**src/rtl/sha3_pkg.sv**
```systemverilog
// Shared widths and FSM encoding for the 48-bit Keccak state link.
package sha3_pkg;

    localparam int LANE_W          = 64;
    localparam int SLICE_W         = 48;
    localparam int SLICE_COUNT     = 34;
    localparam int SPARE_W         = 16;
    localparam int PAD_W           = 16;
    localparam int GROUPS          = 5;
    localparam int LANES_PER_GROUP = 5;
    localparam int LANES           = GROUPS * LANES_PER_GROUP;
    localparam int CNT_W           = 6;
    localparam int STATE_W         = SLICE_W * SLICE_COUNT;

    typedef enum logic {
        ST_GATHER = 1'b0,
        ST_HOLD   = 1'b1
    } gather_state_e;

endpackage

```
**src/rtl/sha3_state_unslice_from_48.sv**
```systemverilog
// Combinational inverse of the 48-bit slicer: slot buffer -> 25 lanes, spare and pad.
module sha3_state_unslice_from_48
    import sha3_pkg::*;
(
    input  logic [SLICE_W-1:0] slot  [SLICE_COUNT],
    output logic [LANE_W-1:0]  sa    [LANES_PER_GROUP],
    output logic [LANE_W-1:0]  sb    [LANES_PER_GROUP],
    output logic [LANE_W-1:0]  sc    [LANES_PER_GROUP],
    output logic [LANE_W-1:0]  sd    [LANES_PER_GROUP],
    output logic [LANE_W-1:0]  se    [LANES_PER_GROUP],
    output logic [SPARE_W-1:0] spare,
    output logic [PAD_W-1:0]   pad
);

    // Slot 0 occupies the most significant end of the flat state.
    logic [STATE_W-1:0] flat;

    genvar gi;
    generate
        for (gi = 0; gi < SLICE_COUNT; gi++) begin : g_flat
            assign flat[STATE_W-1-SLICE_W*gi -: SLICE_W] = slot[gi];
        end

        for (gi = 0; gi < LANES_PER_GROUP; gi++) begin : g_lane
            assign sa[gi] = flat[STATE_W-1-LANE_W*(0*LANES_PER_GROUP+gi) -: LANE_W];
            assign sb[gi] = flat[STATE_W-1-LANE_W*(1*LANES_PER_GROUP+gi) -: LANE_W];
            assign sc[gi] = flat[STATE_W-1-LANE_W*(2*LANES_PER_GROUP+gi) -: LANE_W];
            assign sd[gi] = flat[STATE_W-1-LANE_W*(3*LANES_PER_GROUP+gi) -: LANE_W];
            assign se[gi] = flat[STATE_W-1-LANE_W*(4*LANES_PER_GROUP+gi) -: LANE_W];
        end
    endgenerate

    assign spare = flat[SPARE_W-1:0];
    assign pad   = flat[SPARE_W+PAD_W-1:SPARE_W];

endmodule

```
**src/rtl/sha3_state_gather_from_48.sv**
```systemverilog
// Collects 34 slice words into a slot buffer and presents the rebuilt Keccak
// state for one valid/ready transfer.
module sha3_state_gather_from_48
    import sha3_pkg::*;
#(
    parameter bit CHECK_PAD = 1'b1
) (
    input  logic               clk,
    input  logic               rst_n,
    input  logic               ivalid,
    input  logic [SLICE_W-1:0] idata,
    output logic               iready,
    output logic               ovalid,
    input  logic               oready,
    output logic [LANE_W-1:0]  osa [LANES_PER_GROUP],
    output logic [LANE_W-1:0]  osb [LANES_PER_GROUP],
    output logic [LANE_W-1:0]  osc [LANES_PER_GROUP],
    output logic [LANE_W-1:0]  osd [LANES_PER_GROUP],
    output logic [LANE_W-1:0]  ose [LANES_PER_GROUP],
    output logic [SPARE_W-1:0] ospare,
    output logic               opad_err
);

    gather_state_e      state_reg, state_next;
    logic [CNT_W-1:0]   cnt_reg, cnt_next;
    logic [SLICE_W-1:0] slot_reg [SLICE_COUNT];
    logic [PAD_W-1:0]   pad;
    logic               accept;
    logic               last_word;

    assign accept    = (state_reg == ST_GATHER) && ivalid;
    assign last_word = (cnt_reg == CNT_W'(SLICE_COUNT-1));

    always_comb begin
        state_next = state_reg;
        cnt_next   = cnt_reg;
        iready     = 1'b0;
        ovalid     = 1'b0;
        case (state_reg)
            ST_GATHER: begin
                iready = 1'b1;
                if (ivalid) begin
                    if (last_word) begin
                        cnt_next   = '0;
                        state_next = ST_HOLD;
                    end else begin
                        cnt_next = cnt_reg + 1'b1;
                    end
                end
            end
            ST_HOLD: begin
                ovalid = 1'b1;
                if (oready) begin
                    state_next = ST_GATHER;
                end
            end
        endcase
    end

    always_ff @(posedge clk or negedge rst_n) begin
        if (!rst_n) begin
            state_reg <= ST_GATHER;
            cnt_reg   <= '0;
        end else begin
            state_reg <= state_next;
            cnt_reg   <= cnt_next;
        end
    end

    // One register per slot, enabled by its own counter decode.
    genvar gi;
    generate
        for (gi = 0; gi < SLICE_COUNT; gi++) begin : g_slot
            always_ff @(posedge clk or negedge rst_n) begin
                if (!rst_n) begin
                    slot_reg[gi] <= '0;
                end else if (accept && (cnt_reg == CNT_W'(gi))) begin
                    slot_reg[gi] <= idata;
                end
            end
        end
    endgenerate

    sha3_state_unslice_from_48 u_unslice (
        .slot  (slot_reg),
        .sa    (osa),
        .sb    (osb),
        .sc    (osc),
        .sd    (osd),
        .se    (ose),
        .spare (ospare),
        .pad   (pad)
    );

    // Slot 33 only changes when word 33 is accepted, so this acts as the latched flag.
    assign opad_err = CHECK_PAD && (pad != '0);

endmodule

```
**config.mk**
```make
export PLATFORM = sky130hd
export DESIGN_NAME = sha3_state_gather_from_48
export DESIGN_NICKNAME = d
export VERILOG_FILES = /design/src/rtl/sha3_pkg.sv /design/src/rtl/sha3_state_unslice_from_48.sv /design/src/rtl/sha3_state_gather_from_48.sv
export SDC_FILE = /design/constraint.sdc
export NUM_CORES = 2
export LEC_CHECK = 0
export CAP_MARGIN = 20
export CELL_PAD_IN_SITES_DETAIL_PLACEMENT = 1
export CELL_PAD_IN_SITES_GLOBAL_PLACEMENT = 2
export CORE_AREA = 2 2 659 661
export DETAILED_ROUTE_END_ITERATION = 16
export DIE_AREA = 0 0 661 663
export DONT_BUFFER_PORTS = 1
export PLACE_DENSITY_LB_ADDON = 0.15
export SETUP_SLACK_MARGIN = 0.02
export SLEW_MARGIN = 20
export SYNTH_ARGS = -nofsm -noshare
export SYNTH_HDL_FRONTEND = slang
export SYNTH_SLANG_ARGS = --single-unit
```
**constraint.sdc**
```tcl
create_clock -name clk -period 2.2 [get_ports clk]
set_input_delay 0.22 -clock clk [delete_from_list [all_inputs] [get_ports clk]]
set_output_delay 0.22 -clock clk [all_outputs]
set_load 0.02 [all_outputs]
```
==> impl_metrics.yaml <==
synthesis:
  ys_seq_area_share_pct: 66.8
  ys_warn_count: 0
  syn_area_per_cell_um2: 16.7
  syn_area_um2: 61400
  synth_nets: 3731
  ys_types: 32
  synth_seq_cells: 1639
  yosysTopAreaCellShare_pct: 66.8
  yosysTopAreaCell: "dfrtp_1"
  synthCells: 3675
  synth_area_leaders: "dfrtp_1 (67%), mux2_2 (29%), mux2_1 (1.2%)"
drt:
  vias_per_cell: 3.47
  antenna_left: 0
  drcViolationCount: 0
  vias: 34500
  first_pass_iters: 5
  drt_iter0_markers: 1451
  wire_per_inst_um: 33.4
  routed_wirelength_mm: 331
setup_path:
  start_kind: "flip-flop"
  endpoint_kind: "primary output"
  reg2reg_depth: 6
  rr_startpoint: "state_reg"
  r2r-end: "slot_reg[394]"
  crit_arrival_ns: 2.09
  cp_max_fo: 2
  critical_path_class: "reg -> out"
  rrSetupSlack_ns: -0.08
  cp_data_required_time_ns: 1.98
die:
  num_rows: 242
  start_util_pct: 14.2
  die_h_um: 663
  die_x_um: 661
  io_pins: 1671
  coreArea_um2: 432000
  dieArea_um2: 438000
min_path:
  hold_class: "in -> reg"
  worstHoldStart: "ivalid"
  min_to: "slot_reg[767]"
  hold_path_depth: 5
clock_network:
  cts_tree: "built"
  clk_path_buf_depth: 4
  cts_root_buf: "clkbuf_16"
  htreeDepth: 4
  clk-insertion-delay-late_ns: 0.93
  cts_made_buffers: 213
  clk_pin_slew_ns: 0.05
  clkSinkCount: 1639
sta:
  relSlewSlack_pct: 54.9
  skew_ns: 0.0766
  tns_ns: -8.03
  holdWs_ns: 0.250
  min_period_ns: 2.31
  fmax_mhz: 433
  fin_crit_sh_pct: 105
  finalMaxSlewViolations: 0
  worstMarginPinSlew_ns: 0.676
  rsz0062_at_grt: "yes"
  final_hold_viol_count: 0
  timing.final.ws_setup_ns: -0.109
  finalSetupViolCount: 302
placement:
  dp_cells: 9321
  portBuffers: 0
  post-dp-hpwl_mm: 219
  routabilityCongestion: 0.722
  place_ws_ns: -0.140
grt:
  grt_pass1_wl_mm: 409
  first_global_vias: 37100
  gr-total-overflow: 0
  grt_max_degree: 85
  grt_usage_pct: 14.0
  antenna_found_initial: 43
final_layout:
  nNetsFinal: 4069
  fin_cells: 9927
  drive_gt1_share_pct: 56.1
  final_common_cell: "dfrtp_1"
  largest_register_ff_count: 1632
  syn_to_final_growth_pct: 34.9
  fillers: 46800
  layout_common_cells: "dfrtp_1 (1,636), mux2_2 (1,311), mux2_4 (272)"
run:
  drv_cap: 0
run_status:
  violations: "setup timing"
  status: "complete, but fails checks"
power:
  p_leak_uw: 0.0370
  pwr_density_cell_nw_per_um2: 1530
  ir_worst_vdd_mv: 0.655
-- layer usage --
layer	vias up	global-route usage (%)	share of wire (%)
li1	13600	-	-
met1	19100	14.7	36
met2	1430	24.7	50
met3	321	6.72	11
met4	4	3.66	2.8
met5	-	0	0.0072
-- layout make-up --
type                    count  area, µm²  share of cell area, %
diodes                     23       57.6                 0.0695
clock buffers             322       6290                   7.60
clock inverters            50        628                  0.758
inverters                   3       11.3                 0.0136
multi-input cells        1713      20300                   24.5
flip-flops and latches   1639      41000                   49.5
well taps                5734       7170                   8.66
repair buffers            443       7350                   8.87
-- Yosys cell counts (all sizes together) --
master and count:
ha 4, a211o 2, nor4 5, o21ai 3, nand4bb 1, or4b 1
and4bb 1, xor2 1, nand2 2, mux2 1632, dfrtp 1639, and4 2
nand2b 1, buf 153, clkbuf 167, xnor2 2, nor4b 4, nor2b 6
nor2 10, nor3b 2, nand4 6, inv 3, nand3 14, a31o 1
and2 1, nand3b 1, and3 11
-- per-stage QoR --
step,instance area [µm²],utilization [%],power (µW)
5_1_grt,82800,19.2,133000
6_report,82800,19.2,127000
2_1_floorplan,61400,-,75100
3_3_place_gp,70600,16.3,88800
3_5_place_dp,70600,16.3,89200
4_1_cts,80200,18.6,128000
-- power breakdown --
part | internal, µW | switching [µW] | total [µW]
clock | 20700 | 14600 | 35300
sequential | 42000 | 31000 | 73000
combinational | 12000 | 6750 | 18700
total | 74600 | 52300 | 127000
-- cells by family after synthesis --
kind of cell / count (synthesis) / share of synthesized area, %
muxes: 1632 / 29.9
and+or+nand+nor: 68 / 0.713
buffers and inverters: 323 / 2.41
adders and majority gates: 4 / 0.0815
AOI/OAI and AO/OA: 6 / 0.0672
DFF: 1639 / 66.8
xor gates and xnor gates: 3 / 0.0428
-- worst max-delay path by stage --
| stage | start | end | slack, ns | depth (start not counted) |
|---|---|---|---|---|
| after floorplan | state_reg | slot_reg[459] | 0.11 | 6 |
| after global placement | cnt_reg[0] | slot_reg[1050] | -0.15 | 8 |
| after detailed placement | cnt_reg[0] | slot_reg[1052] | -0.14 | 8 |
| after CTS | slot_reg[31] | opad_err | -0.26 | 4 |
| after global routing | slot_reg[31] | opad_err | -0.25 | 4 |
| final | slot_reg[28] | opad_err | -0.11 | 4 |
-- critical path, stage by stage, from the launching register on --
cell     delay (ns)
dfrtp_1        0.40
nor4_4         0.32
buf_4          0.19
nand4_1        0.10
buf_6          0.18
-- what timing repair did --
item / CTS / global route
setup buffers: 23 / 41
cloned: 7 / 42
endpoints found under the setup margin: 252 / 490
resized for setup: 94 / 304
pin swaps: 11 / 9
hold buffers: 101 / 0
endpoints found under the hold margin: 2990 / 0
Power figures use the tool's default switching activity.
